==> src/rtl/pipe_ctrl.sv <==
// Pipeline hazard controller: stall/refresh generation, flush sequencing and an optional
// iterative-divide tracker (enabled by defining PIPE_CTRL_DIV_EN).
module pipe_ctrl (
  input  logic clk,
  input  logic reset,
  input  logic i_busy,
  input  logic id_load_use,
  input  logic ex_div_start,
  input  logic d_busy,
  input  logic mem_exc,
  input  logic mem_eret,
  output logic pc_stall,
  output logic if_id_stall,
  output logic id_ex_stall,
  output logic ex_mem_stall,
  output logic mem_wb_stall,
  output logic if_id_refresh,
  output logic id_ex_refresh,
  output logic ex_mem_refresh,
  output logic mem_wb_refresh,
  output logic div_busy,
  output logic div_done,
  output logic flush_pending
);

  localparam int unsigned N_STAGE = 5;
  localparam int unsigned LVL_W   = 3;
  localparam int unsigned CNT_W   = 5;
  localparam int unsigned DIV_LAST = 31;

  logic                    flush_req;
  logic                    flush_go;
  logic                    flush_defer;
  logic                    mem_busy;
  logic                    div_busy_c;
  logic                    div_done_c;
  logic                    lvl_valid;
  logic [LVL_W-1:0]        lvl;
  logic [N_STAGE-1:0]      stall;
  logic [N_STAGE-1:1]      refresh;

  // A flush can only retire once neither memory port is mid-access; otherwise it is held.
  assign mem_busy    = i_busy | d_busy;
  assign flush_req   = mem_exc | mem_eret | flush_pending;
  assign flush_go    = flush_req & ~mem_busy;
  assign flush_defer = flush_req & mem_busy;

  always_ff @(posedge clk or posedge reset) begin
    if (reset) begin
      flush_pending <= 1'b0;
    end else begin
      flush_pending <= flush_defer;
    end
  end

`ifdef PIPE_CTRL_DIV_EN
  typedef enum logic {
    S_IDLE = 1'b0,
    S_DIV  = 1'b1
  } div_state_t;

  div_state_t       state;
  logic [CNT_W-1:0] cnt;
  logic             div_start;
  logic             cnt_zero;

  assign div_start = (state == S_IDLE) & ex_div_start & ~flush_req;
  assign cnt_zero  = (cnt == '0);

  // Divider sequencing: start loads the counter, an executed flush aborts without div_done.
  always_ff @(posedge clk or posedge reset) begin
    if (reset) begin
      state <= S_IDLE;
      cnt   <= '0;
    end else if (flush_go) begin
      state <= S_IDLE;
      cnt   <= '0;
    end else begin
      case (state)
        S_IDLE: begin
          if (div_start) begin
            state <= S_DIV;
            cnt   <= CNT_W'(DIV_LAST);
          end
        end
        S_DIV: begin
          if (cnt_zero) begin
            state <= S_IDLE;
          end else begin
            cnt <= cnt - CNT_W'(1);
          end
        end
        default: begin
          state <= S_IDLE;
          cnt   <= '0;
        end
      endcase
    end
  end

  assign div_busy_c = ~reset & (div_start | ((state == S_DIV) & ~cnt_zero));
  assign div_done_c = ~reset & (state == S_DIV) & cnt_zero & ~flush_go;
`else
  logic unused_ex_div_start;

  assign unused_ex_div_start = ex_div_start;
  assign div_busy_c          = 1'b0;
  assign div_done_c          = 1'b0;
`endif

  // Deepest active stall source sets the stall level.
  always_comb begin
    lvl_valid = 1'b0;
    lvl       = '0;
    if (d_busy) begin
      lvl_valid = 1'b1;
      lvl       = LVL_W'(3);
    end else if (div_busy_c) begin
      lvl_valid = 1'b1;
      lvl       = LVL_W'(2);
    end else if (id_load_use) begin
      lvl_valid = 1'b1;
      lvl       = LVL_W'(1);
    end else if (i_busy) begin
      lvl_valid = 1'b1;
      lvl       = LVL_W'(0);
    end
  end

  // Flush outranks every stall source; a deferred flush freezes the whole pipe.
  always_comb begin
    stall   = '0;
    refresh = '0;
    if (reset || flush_go) begin
      refresh = '1;
    end else if (flush_defer) begin
      stall = '1;
    end else if (lvl_valid) begin
      for (int unsigned s = 0; s < N_STAGE; s++) begin
        stall[s] = (LVL_W'(s) <= lvl);
      end
      for (int unsigned s = 1; s < N_STAGE; s++) begin
        refresh[s] = (LVL_W'(s) == (lvl + LVL_W'(1)));
      end
    end
  end

  assign pc_stall       = stall[0];
  assign if_id_stall    = stall[1];
  assign id_ex_stall    = stall[2];
  assign ex_mem_stall   = stall[3];
  assign mem_wb_stall   = stall[4];
  assign if_id_refresh  = refresh[1];
  assign id_ex_refresh  = refresh[2];
  assign ex_mem_refresh = refresh[3];
  assign mem_wb_refresh = refresh[4];
  assign div_busy       = div_busy_c;
  assign div_done       = div_done_c;

endmodule

==> config.mk <==
export PLATFORM = sky130hd
export DESIGN_NAME = pipe_ctrl
export DESIGN_NICKNAME = d
export VERILOG_FILES = /design/src/rtl/pipe_ctrl.sv
export SDC_FILE = /design/constraint.sdc
export NUM_CORES = 1
export LEC_CHECK = 0
export ABC_AREA = 0
export ABC_CLOCK_PERIOD_IN_PS = 1600
export CORE_AREA = 8 8 45 47
export CTS_CLUSTER_DIAMETER = 40
export DETAILED_ROUTE_END_ITERATION = 7
export DIE_AREA = 0 0 53 55
export SYNTH_ARGS = -nofsm -noshare
export SYNTH_HDL_FRONTEND = slang
export SYNTH_SLANG_ARGS = --single-unit
export TNS_END_PERCENT = 10
==> constraint.sdc <==
create_clock -name clk -period 1.6 [get_ports clk]
set_input_delay 0.32 -clock clk [delete_from_list [all_inputs] [get_ports clk]]
set_output_delay 0.32 -clock clk [all_outputs]
set_load 0.005 [all_outputs]
### Word level (Yosys, flattened, before mapping)

Cells that the tools add are included.

| storage, ports and cells | value |
|---|---|
| input port bits | 8 |
| output and inout bits | 12 |
| flip-flop bits (word level) | 1 |

| operators by class | value |
|---|---|
| reduce and logical (&&, ||, !) cells | 1 |
| order comparisons | 5 |
| bitwise gates (word level) | 6 |
| mux-type cells | 11 |
| $add $sub $neg | 1 |
| eq/ne operators | 4 |

Operator list:

| cell | number |
|---|---|
| $mux W5 | 3 |
| $mux W4 | 3 |
| $eq A2 B3 Y1 const A | 2 |
| $le A1 B3 Y1 const A | 2 |
| $le A2 B3 Y1 const A | 2 |
| $mux W1 | 4 |
| $add A3 B1 Y3 const B | 1 |
| $eq A1 B3 Y1 const A | 1 |
| $eq A3 B3 Y1 const A | 1 |
| $le A3 B3 Y1 const A | 1 |
| $or A1 B1 Y1 | 3 |
| $and A1 B1 Y1 | 2 |
| $mux W2 | 1 |
| $logic_or A1 B1 Y1 | 1 |
| $not A1 Y1 | 1 |

### Logic depth before layout (Yosys ltp)

| logic depth | value |
|---|---|
| word-level depth | 7 |
| mapped depth | 4 |
| gate-level depth less buffers | 3 |

### Worst setup path after synthesis

OpenSTA, ideal clock, no wires.

| path | value |
|---|---|
| kind | register to output |
| from | reg flush_pending |
| to | out id_ex_stall |
| stages on the path, launching flop included | 5 |
| path slack | 162 ps |
| buffers on the path | 1 |
| required time | 1,280 ps |
| data arrival time | 1,118 ps |
| cell sequence | dfrtp_1 > or3_1 > a21oi_2 > nor2_1 > buf_4 |

| on the way | value |
|---|---|
| cells in the longest elaborated chain, start to end | 4 |
| elaborated cells between the ends (all ways) | 6 |
| those cells by class | mux: 2; bitwise: 3; reduce/logical: 1 |

RTL lines:

| item | line | RTL |
|---|---|---|
| from (decl) | 23 | `output logic flush_pending` |
| from (signal assigned) | 52 | `flush_pending <= flush_defer;` |
| $or A1 B1 Y1 * | 44 | `assign flush_req = mem_exc \| mem_eret \| flush_pending;` |
| $and A1 B1 Y1 (on tied branches) | 46, 45 |  |
| $mux W5 or $logic_or A1 B1 Y1 (tied branches) | 136, 134 |  |
| $mux W5 * | 134 | `if (reset \|\| flush_go) begin` |
| to (decl) | 14 | `output logic id_ex_stall,` |

Every way passes the cells marked *; elsewhere a longest branch is shown, timed or not.

### Final worst setup path

| path | value |
|---|---|
| from | in mem_exc |
| to | out id_ex_refresh |

| on the way | value |
|---|---|
| cells in the longest elaborated chain, start to end | 5 |
| elaborated cells between the ends (all ways) | 7 |
| those cells by class | mux: 2; bitwise: 4; reduce/logical: 1 |

RTL lines:

| item | line | RTL |
|---|---|---|
| from (decl) | 10 | `input logic mem_exc,` |
| $or A1 B1 Y1 * (2 in series) | 44 |  |
| $and A1 B1 Y1 (on tied branches) | 46, 45 |  |
| $mux W4 or $logic_or A1 B1 Y1 (tied branches) | 136, 134 |  |
| $mux W4 * | 134 |  |
| to (decl) | 18 | `output logic id_ex_refresh,` |

Marked as above.

==> results.md <==
Yosys:
- The share of the yosys chip area belonging to registers is ~15%.
- By area the synthesized netlist is led by dfrtp_1 (15%), buf_4 (13%), nor3_4 (9.6%), nor2_1 (8.9%), a211o_2 (5.9%).
- After synthesis, the largest area contributor takes up roughly 15% of total cell area.
- The most used flip-flop cell after synthesis is dfrtp_1.
- The number of register bits inferred by synthesis is 1.
- The most area-hungry cell type in the Yosys netlist is dfrtp_1.
- The mapped netlist covers 168.9 µm².
- Counting distinct cell types in the post-synthesis netlist gives 17.
- Yosys printed 0 warnings.
- Yosys instantiated no cell more often than nor2_1.
- The number of enable-type register cells in the synthesized netlist is 0.
- After synthesis, the share of flip-flops with an asynchronous set or reset is between 90% and 100%.
- The commonest cells after synthesis are nor2_1 (4), buf_4 (3), a21oi_1 (2), nor3_1 (2).
- The mean post-synth cell area is 7.038 µm².
- Synthesis handed over a netlist of 24 instances.

Power and ir drop:
- The share of total power dissipated in combinational logic is 74.3%.
- Of the total power, the share spent switching nets is 32.90%.
- The register share of total power is 25.7%.
- The total chip power is between 100 and 150 µW.
- The worst-case IR drop observed on VDD is between 0.15 and 0.2 mV.
- Summed over all nets, the switching power comes to about 38 µW.
- For this design the static power due to leakage is 0.1868 nW.
- The internal portion of the total power is 78.04 µW.
- The clock group share of total power is 0%.
- Power spread over the standard cell area amounts to 310.9 nW/µm².

Critical path:
- For the worst setup path, the data arrival time is roughly 1300 ps.
- The launching element type of the critical path is an input pin.
- The highest fanout seen on the critical path is 2.
- The element type at the critical path end is an output pin.
- For the worst setup path, the data required time is 1280 ps.
- Counting stages on the worst path, the most repeated cell is buf_2.
- The delay of the slowest cell on the worst path is 370 ps.
- Walking the worst path, the cells encountered are buf_2 > or3_4 > a21oi_4 > buf_4 > a21o_1 > buf_2.
- The kind of critical path is in -> out.
- The slowest stage of the critical path belongs to the cell or3_4.

Timing:
- Setup violations remaining at the end of the flow were counted as 0.
- The final period utilization is 99.17%.
- Setup slack on the critical path of the routed design comes to 13.30 ps.
- The clock tree skew after final layout is 0 ps.
- The minimum period implied by the final worst setup slack is roughly 1600 ps.
- The hold violation count in the final report is 0.
- The number of pins exceeding their max-slew limit in the final report is 0.
- Setup repair after global routing could not meet its margin everywhere.
- The highest clock frequency the design can meet is roughly 630 MHz.

Floorplanning:
- The starting utilization of the core area is 12.21%.
- The I/O pin count is 20.
- The chip height is 55 µm.
- The floorplan step defined a die boundary enclosing 2915 µm².
- The core region is 1384 µm².
- The die is about 53 µm wide.
- The standard-cell row count is 14.

Finish:
- The register with the highest flop count is flush_pending.
- The area growth from synthesis to layout is 121.5%.
- The utilization after layout is 27.03%.
- The largest registers in the layout are flush_pending x1.
- The flip-flop count of the largest register, all copies and words added was 1.
- The fraction of layout instances using a drive strength above 1 is 53.19%.
- The antenna cell count is 0.
- The number of nets in the finished design is 57.

CTS:
- For this design, the CTS-stage hold fixing added 0 buffers.
- For the worst-skew pair, the clock arrives at the later sink with an insertion delay of 0 ps.
- The clock slew at the register clock pins of the worst setup and hold paths is 0 ps.

Place:
- The congestion estimate from routability-driven global placement came to 0.7033.
- Timing analysis after detailed placement gives a worst setup slack of -726.1 ps.
- The count of port buffers added during placement is 16.

Global route:
- The global-route wire length before repair is 966 µm.
- The via count of the first global-routing pass is ~240.
- The largest net degree at the start of global routing is 10.
- The initial antenna violation count is 0.
- For this run the aggregate overflow at the end of global routing stands at 0.
- The global-route usage over all layers is under 10%.

Drt:
- For this run, the detailed router's first-pass iteration total came to 1.
- For this run, design rule violations remaining after detail routing come to 0.
- The number of vias in the routed layout is 241.
- In the routed layout, each cell is associated on average with a via count of 3.825.
- After detailed routing, the average wire length per cell comes to 9.794 µm.
- In this run, the number of DRC markers left after iteration 0 of detailed routing was 0.
- The post-detailed-route count of antenna-violating nets is 0.
- The wire length reported by the detailed router is 617 µm.

Min path:
- The worst min-delay path category is in -> async.

Run status:
- The run finished with clean final reports.

Flow run:
- Max-cap violations in this run came to 0.
==> metrics by stage <==
stage / setup TNS (ps) / std cells / hold slack [ps] / cell area (µm²)
2_1_floorplan: 0 / 25 / 231.5 / 172.7
3_3_place_gp: -5405 / 60 / 722.7 / 379.1
3_5_place_dp: -5495 / 60 / 720.7 / 379.1
4_1_cts: 0 / 63 / 545.9 / 365.4
5_1_grt: -72.66 / 63 / 606.3 / 374.1
6_report: 0 / 63 / 545.3 / 374.1
==> layer usage <==
metal / routed length, µm / GRT usage, % / up-vias
met5: 0 / 0 / -
met4: 0 / 0 / 0
met3: 103 / 1.337 / 0
met2: 261 / 6.445 / 11
met1: 252 / 5.000 / 105
li1: - / - / 125
==> cell usage in the layout, fill, tap and decap left out, types with 2 or more instances in the layout <==
cell,synthesis,routed
conb_1,1,2
nor2_1,4,4
buf_2,0,7
a21oi_1,2,2
buf_4,3,10
dlygate4sd2_1,0,5
==> logic make-up (layout without fill, tap and decap cells) <==
family / count (synthesis) / count (layout) / share of synthesized area, %
flops: 1 / 1 / 14.81
other cells: 1 / 2 / 2.220
simple gates: 11 / 11 / 37.78
compound gates: 6 / 6 / 27.41
buf+inv: 5 / 27 / 17.77
==> layout make-up <==
type | count | area [µm²]
Fill cell | 151 | 1010
Timing Repair Buffer | 26 | 190.2
Multi-Input combinational cell | 19 | 135.1
Sequential cell | 1 | 25.02
Tap cell | 16 | 20.02
Inverter | 1 | 3.754
==> power by group through the flow <==
stage	logic [mW]	clock network, mW	registers [mW]
after floorplan	0.0322	0	0.0298
after global placement	0.0960	0	0.0298
after detailed placement	0.0961	0	0.0297
after CTS	0.0842	0	0.0299
after global routing	0.0959	0	0.0302
final	0.0864	0	0.0299
==> what timing repair did <==
item	CTS	global route
hold endpoints to repair	0	0
setup buffers	3	0
endpoints found under the setup margin	9	7
gates resized for setup	40	4
pin swaps	5	1
==> path summary, 6_finish.rpt <==
path	from	to	slack (ps)	depth (start not counted)
setup reg to reg	flush_pending	flush_pending	520	4
setup / recovery	mem_exc	id_ex_refresh	10	6
min in group clk	flush_pending	flush_pending	850	4
max in group asynchronous	reset	flush_pending	970	3
hold reg to reg	flush_pending	flush_pending	850	4
hold / removal	reset	flush_pending	550	3
==> critical path, delay by kind of cell <==
| family | cells | cell delay (ps) |
|---|---|---|
| AO/OA/AOI/OAI | 2 | 220 |
| buffers and inverters | 3 | 340 |
| AND/OR/NAND/NOR | 1 | 370 |
Note: power is estimated with default switching activity, not from simulation.
